### src/rtl/muldiv_unit.sv
// Iterative unsigned multiply (shift-add) / divide (restoring) unit with a
// start/busy/done handshake; results and flags are held until the next completion.
module muldiv_unit #(
   parameter int WIDTH = 8,
   parameter int CNT_W = 4
) (
   input  logic             clk,
   input  logic             rst,
   input  logic             start,
   input  logic             op,
   input  logic [WIDTH-1:0] a,
   input  logic [WIDTH-1:0] b,
   output logic             busy,
   output logic             done,
   output logic             imul,
   output logic             idiv,
   output logic [WIDTH-1:0] lo_out,
   output logic [WIDTH-1:0] hi_out,
   output logic [7:0]       flags_out
);

   typedef enum logic [1:0] {S_IDLE, S_RUN, S_DONE} state_t;

   state_t             state, state_nxt;
   logic [CNT_W-1:0]   cnt;
   logic               op_q;
   logic [WIDTH-1:0]   a_q, b_q;
   logic [2*WIDTH:0]   acc, acc_nxt;
   logic [WIDTH:0]     mul_sum, rem_sh, trial;
   logic [WIDTH-1:0]   res_lo, res_hi;
   logic [7:0]         res_flags;
   logic               last_iter, div_zero;

   assign last_iter = (state == S_RUN) && (cnt == CNT_W'(WIDTH - 1));
   assign div_zero  = op && (b == '0);

   // NOTE: sequential state uses non-blocking (<=) so every flop samples pre-edge values.
   always_ff @(posedge clk) begin
      if (rst) state <= S_IDLE;
      else     state <= state_nxt;
   end

   // NOTE: assign a default before the case so no path leaves state_nxt unassigned (no latch).
   always_comb begin
      state_nxt = state;
      case (state)
         S_IDLE:  if (start) state_nxt = div_zero ? S_DONE : S_RUN;
         S_RUN:   if (last_iter) state_nxt = S_DONE;
         S_DONE:  state_nxt = S_IDLE;
         default: state_nxt = S_IDLE;
      endcase
   end

   always_comb begin
      busy = (state != S_IDLE);
      done = (state == S_DONE);
      imul = done && !op_q;
      idiv = done && op_q;
   end

   // One iteration: acc holds {carry, hi, lo} for multiply and {0, rem, quot} for divide.
   always_comb begin
      mul_sum = {1'b0, acc[2*WIDTH-1:WIDTH]} + {1'b0, a_q};
      rem_sh  = acc[2*WIDTH-1:WIDTH-1];
      trial   = rem_sh - {1'b0, b_q};
      if (op_q) begin
         acc_nxt = {1'b0,
                    trial[WIDTH] ? rem_sh[WIDTH-1:0] : trial[WIDTH-1:0],
                    acc[WIDTH-2:0], ~trial[WIDTH]};
      end else if (acc[0]) begin
         acc_nxt = {1'b0, mul_sum, acc[WIDTH-1:1]};
      end else begin
         acc_nxt = {1'b0, acc[2*WIDTH:1]};
      end
   end

   always_comb begin
      res_lo    = acc_nxt[WIDTH-1:0];
      res_hi    = acc_nxt[2*WIDTH-1:WIDTH];
      res_flags = '0;
      if (op_q) begin
         res_flags[0] = (res_lo == '0);
      end else begin
         res_flags[0] = (acc_nxt[2*WIDTH-1:0] == '0);
         res_flags[1] = (res_hi != '0);
      end
   end

   // NOTE: operand/accumulator registers are reset too, so an aborted run leaves no stale state.
   always_ff @(posedge clk) begin
      if (rst) begin
         cnt       <= '0;
         op_q      <= 1'b0;
         a_q       <= '0;
         b_q       <= '0;
         acc       <= '0;
         lo_out    <= '0;
         hi_out    <= '0;
         flags_out <= '0;
      end else begin
         case (state)
            S_IDLE: begin
               if (start) begin
                  a_q  <= a;
                  b_q  <= b;
                  op_q <= op;
                  cnt  <= '0;
                  acc  <= {{(WIDTH+1){1'b0}}, op ? a : b};
                  if (div_zero) begin
                     lo_out    <= '1;
                     hi_out    <= a;
                     flags_out <= 8'h04;
                  end
               end
            end
            S_RUN: begin
               acc <= acc_nxt;
               cnt <= cnt + CNT_W'(1);
               if (last_iter) begin
                  lo_out    <= res_lo;
                  hi_out    <= res_hi;
                  flags_out <= res_flags;
               end
            end
            default: ;
         endcase
      end
   end

endmodule

### config.mk
export PLATFORM = sky130hd
export DESIGN_NAME = muldiv_unit
export DESIGN_NICKNAME = d
export VERILOG_FILES = /design/src/rtl/muldiv_unit.sv
export SDC_FILE = /design/constraint.sdc
export NUM_CORES = 1
export LEC_CHECK = 0
export ABC_CLOCK_PERIOD_IN_PS = 5300
export CORE_UTILIZATION = 59
export CTS_CLUSTER_SIZE = 16
export DETAILED_ROUTE_END_ITERATION = 8
export GPL_TIMING_DRIVEN = 0
export PLACE_DENSITY = 0.85
export SLEW_MARGIN = 20
export SYNTH_ARGS = -nofsm -noshare
export SYNTH_HDL_FRONTEND = slang
export SYNTH_SLANG_ARGS = --single-unit
### constraint.sdc
create_clock -name clk -period 5.3 [get_ports clk]
set_input_delay 1.06 -clock clk [delete_from_list [all_inputs] [get_ports clk]]
set_output_delay 1.06 -clock clk [all_outputs]
set_load 0.02 [all_outputs]
* Word-level counts from Yosys, hierarchy flattened *
Cells that the tools add are included.
W data, S select, Z words.

word-level totals
  word-level logic and storage cells = 61
  memories kept = 0
  bits in read-only memories = 0
  output and inout port bits = 28
  input port bits = 20
  bits in writable memories = 0
  register bits = 64
  bits in latches = 0

operators by class
  bitwise operators = 1
  muxes and demuxes = 26
  equality and inequality tests = 6
  reductions and logical operators = 16
  shifts and indexed selects = 0
  magnitude comparators = 0
  multipliers = 0
  $add $sub $neg = 3
  divide/modulo/power cells = 0

operator list
  cell                   number
  $mux W8                11
  $pmux W8 S2            3
  $pmux W17 S2           1
  $mux W16               2
  $mux W17               1
  $logic_not A16 Y1      1
  $logic_not A8 Y1       2
  $add A8 B8 Y9          1
  $sub A9 B8 Y9          1
  $pmux W4 S2            1
  $reduce_bool A8 Y1     1
  $mux W2                3
  $ne A2 B2 Y1 const B   3
  $reduce_and A2 Y1      3
  $add A4 B1 Y4 const B  1
  $eq A4 B3 Y1 const B   1
  $logic_and A1 B1 Y1    4
  $mux W4                1
  $pmux W2 S2            1
  $reduce_and A4 Y1      1
  $reduce_bool A2 Y1     2
  $eq A2 B1 Y1 const B   1
  $eq A2 B2 Y1 const B   1
  $logic_not A2 Y1       1
  3 further kinds        4

* Logic depth before layout (Yosys ltp) *
  depth in word-level cells = 7
  depth in mapped cells = 12
  mapped depth without buffers = 12

* Least setup slack after synthesis *
OpenSTA, ideal clock, no wires.

  path type = reg-to-reg
  start point = reg acc[7]
  end point = reg flags_out[1]
  data required time = 5183 ps
  library setup time = 117 ps
  slack = 2610 ps
  path buffers = 0
  stages on the path, launching flop included = 13
  clock period less this slack = 2690 ps
  arrival time = 2573 ps
  cell sequence = dfxtp_1 inv_1 ha_1 inv_1 fa_1 a21oi_1 o22ai_1 mux2_2 and2_4 mux2_4 a211oi_2 a41oi_1 a32o_1

on the way
  cells in the longest elaborated chain, start to end = 7

RTL lines
  what                    RTL line  source
  from (decl)             28        logic [2*WIDTH:0] acc, acc_nxt;
  from (signal assigned)  108       acc <= {{(WIDTH+1){1'b0}}, op ? a : b};
  from (signal assigned)  117       acc <= acc_nxt;
  $sub A9 B8 Y9           65        trial = rem_sh - {1'b0, b_q};
  $mux W8 (*)             68        trial[WIDTH] ? rem_sh[WIDTH-1:0] : trial[WIDTH-1:0],
  $mux W16 (*)            66        if (op_q) begin
  $reduce_bool A8 Y1 (*)  85        res_flags[1] = (res_hi != '0);
  $mux W1 (*)             81        if (op_q) begin
  $mux W8 (*)             119       if (last_iter) begin
  $pmux W8 S2 (*)         101       case (state)
  to (signal assigned)    122       flags_out <= res_flags;
  to (decl)               19        output logic [7:0] flags_out

Every way passes the cells marked *; elsewhere a longest branch is shown, timed or not. The select of a mux whose other input is x is not followed.
A chain may end at the register's enable or synchronous reset.

* Worst setup path in the final report *
  start point = reg op_q
  end point = out idiv

on the way
  cells in the longest elaborated chain, start to end = 1

RTL lines
  what                    RTL line  source
  from (decl)             26        logic op_q;
  from (signal assigned)  106       op_q <= op;
  $logic_and A1 B1 Y1     58        idiv = done && op_q;
  to (decl)               16        output logic idiv,

Every way passes these cells.

==> flow_metrics.env <==
export IMPL_path_common_cell="clkbuf_1"
export IMPL_p_clk_share_pct=36.3
export IMPL_drt_first_pass_iters=5
export IMPL_timing_final_crit_share_pct=75.1
export IMPL_syn_to_final_growth_pct=20.3
export IMPL_p_sw_w=0.000362
export IMPL_crit_slowest_cell="clkdlybuf4s50_1"
export IMPL_dr_first_iter_drc_count=366
export IMPL_htree_levels=3
export IMPL_synth_area_top_cells="dfxtp_1 (33%), a21oi_1 (6.9%), ha_1 (6.1%)"
export IMPL_postRouteAntennaNets=0
export IMPL_worst_slack_ns=1.32
export IMPL_final_cell_count_no_fill=586
export IMPL_grt_max_degree=11
export IMPL_rsz0062_at_grt="no"
export IMPL_core_area_mm2=0.00561
export IMPL_ys_flop_type="dfxtp_1"
export IMPL_final_fill_count=448
export IMPL_yosysSeqAreaShare_pct=33.3
export IMPL_cts_hold_buf=0
export IMPL_avgSynthCellArea_um2=7.68
export IMPL_tritoncts="yes"
export IMPL_cp_max_fo=10
export IMPL_setup_tns_ns=0
export IMPL_internal_power_w=0.000781
export IMPL_synth_cell_types=52
export IMPL_p_per_area_mw_per_mm2=272
export IMPL_critical_path_class="register to output pin"
export IMPL_syn_inst=454
export IMPL_finalMaxSlewViolations=0
export IMPL_yosysWarningCount=0
export IMPL_ys_ff_latch=58
export IMPL_root_buffer="clkbuf_8"
export IMPL_swShare_pct=31.7
export IMPL_gp_congestion=1.00
export IMPL_wirelength_um=10600
export IMPL_cts_resized=0
export IMPL_placed_cells=571
export IMPL_synth_enable_flop_cells=0
export IMPL_wire_per_inst_um=18.1
export IMPL_place_worst_setup_slack_ns=1.79
export IMPL_crit_required_ns=4.24
export IMPL_grt_ovfl_total=0
export IMPL_p_leak_nw=1.67
export IMPL_grt_pass1_wl_um=17000
export IMPL_tightest_slew_ns=0.800
export IMPL_ys_async_sr_fraction_pct=0
export IMPL_start_util_pct=62.2
export IMPL_relSlewSlack_pct=46.5
export IMPL_postCtsSetupBuffers=0
export IMPL_numPortBuffers=41
export IMPL_drcViolationCount=0
export IMPL_final_min_clock_period_ns=3.98
export IMPL_cp_arrival_ns=2.92
export IMPL_p_seq_share_pct=41.1
export IMPL_drive_above_1_share_pct=5.64
export IMPL_hold_class="register to register"
export IMPL_setup_viol=0
export IMPL_placed_area_mm2=0.00400
export IMPL_antenna_found_initial=0
export IMPL_die_width_um=78.9
export IMPL_vias_per_cell=6.20
export IMPL_dieArea_mm2=0.00622
export IMPL_hpwl_um=7730
export IMPL_final_cell_area_mm2=0.00419
export IMPL_r2r_slack_ns=2.17
export IMPL_cts_sinks=58
export IMPL_synth_top_area_share_pct=33.3
export IMPL_status="finished clean"
export IMPL_synth_top_area_cell="dfxtp_1"
export IMPL_p_comb_share_pct=22.6
export IMPL_rows=27
export IMPL_drv_cap=0
export IMPL_num_vias=3636
export IMPL_clkTransAtPathRegs_ns=0.06
export IMPL_hold_viol=0
export IMPL_cpPeakStageDelay_ns=0.60
export IMPL_grtUsageTotal_pct=36.1
export IMPL_syn_cell_area_mm2=0.00349
export IMPL_critPathLaunchType="register"
export IMPL_crit_chain="clkbuf_1 > clkbuf_1 > clkbuf_1 > and2_1 > clkdlybuf4s50_1"
export IMPL_grt_pass1_vias=3539
export IMPL_endpoint_kind="output pin"
export IMPL_numCtsBuffers=9
export IMPL_ir_drop_mv=0.161
export IMPL_max_freq_ghz=0.251
export IMPL_clk_latency_ns=0.35
export IMPL_io_pins=48
export IMPL_skew_ns=0.00880
export IMPL_nNetsFinal=549
export IMPL_antenna_cells=0
export IMPL_cts_buffer_depth=2
export IMPL_die_h_um=78.9
-- synthesized netlist by cell type (3+ instances only) --
library cell,n
dfxtp_1,58
xnor2_1,8
nor2_1,53
o211ai_1,5
buf_4,5
o31ai_1,4
nor2b_1,7
o21ai_0,19
a211oi_1,17
o211a_1,3
inv_1,24
a21o_1,3
mux2i_1,12
a31oi_1,7
nand3_1,7
nor3_1,8
mux2_2,4
ha_1,17
nand3b_1,3
a21oi_1,48
o22ai_1,9
nand2_1,54
nand2b_1,12
and2_1,4
clkbuf_1,23
or3_1,4
a21boi_0,3
nor4_1,3
-- layout make-up --
type	count	area (um2)	share of cell area [%]
buffer	30	133	3.16
sequential	58	1160	27.7
timing repair buffer	41	410	9.79
clock buffer	10	138	3.28
tap	72	90.1	2.15
multi-input combinational	346	2120	50.5
inverter	24	90.1	2.15
clock inverter	5	55.1	1.31
-- placed cells by master, fill, tap and decap left out, types with 5 or more instances in the layout --
cell             instances
dfxtp_1                 58
nand2_1                 54
nor2_1                  53
a21oi_1                 48
clkdlybuf4s50_1         41
inv_1                   24
clkbuf_1                23
o21ai_0                 19
a211oi_1                17
ha_1                    17
nand2b_1                12
mux2i_1                 12
clkbuf_8                10
o22ai_1                  9
nor3_1                   8
xnor2_1                  8
nor2b_1                  7
nand3_1                  7
a31oi_1                  7
o211ai_1                 5
buf_4                    5
conb_1                   5
-- path summary, 6_finish.rpt --
check	startpoint	cells past startpoint	end
max reg2reg	acc[7]	12	flags_out[1]
min reg2reg	b_q[3]	2	b_q[3]
max	op_q	5	idiv
min	b_q[3]	2	b_q[3]
-- sequential cells by signal, indices dropped and copies added, names as in the netlist, 2 cells and up --
| signal | flops |
|---|---|
| state | 2 |
| flags_out | 3 |
| lo_out | 8 |
| b_q | 8 |
| acc | 16 |
| hi_out | 8 |
| cnt | 4 |
| a_q | 8 |
-- routing by layer --
metal	vias to the layer above	routed length, um	GRT usage (%)
met2	231	4990	60.3
met5	-	0	0
li1	1692	-	-
met1	1669	4130	42.3
met3	44	1080	9.08
met4	0	412	19.8
-- power by group through the flow --
stage / logic, W / registers (W) / clock network [W]
2_1_floorplan: 0.000178 / 0.000473 / 0
3_3_place_gp: 0.000242 / 0.000477 / 0
3_5_place_dp: 0.000247 / 0.000478 / 0
4_1_cts: 0.000251 / 0.000468 / 0.000412
5_1_grt: 0.000282 / 0.000471 / 0.000431
6_report: 0.000258 / 0.000469 / 0.000415
-- worst max-delay path: cells and delay by family, from the launching register on --
family	cells	cell delay (ns)
DFF	1	0.35
buffers and inverters	4	2.01
and+or+nand+nor	1	0.21
-- through the flow --
stage | util, % | total power, W | hold slack (ns)
after detailed placement | 71.4 | 0.000725 | 0.447
after global placement | 71.4 | 0.000719 | 0.444
after CTS | 74.8 | 0.00113 | 0.456
after global routing | 74.8 | 0.00118 | 0.472
after floorplan | - | 0.000651 | 0.436
final | 74.8 | 0.00114 | 0.456
-- logic make-up after synthesis --
group	Yosys count	synth area share, %
AOI/OAI and AO/OA	133	24.1
xor gates and xnor gates	9	2.26
adders and majority gates	19	7.25
buffers and inverters	54	6.39
DFF	58	33.3
muxes	17	5.17
other	1	0.108
and+or+nand+nor	163	21.4
Power figures use the tool's default switching activity.
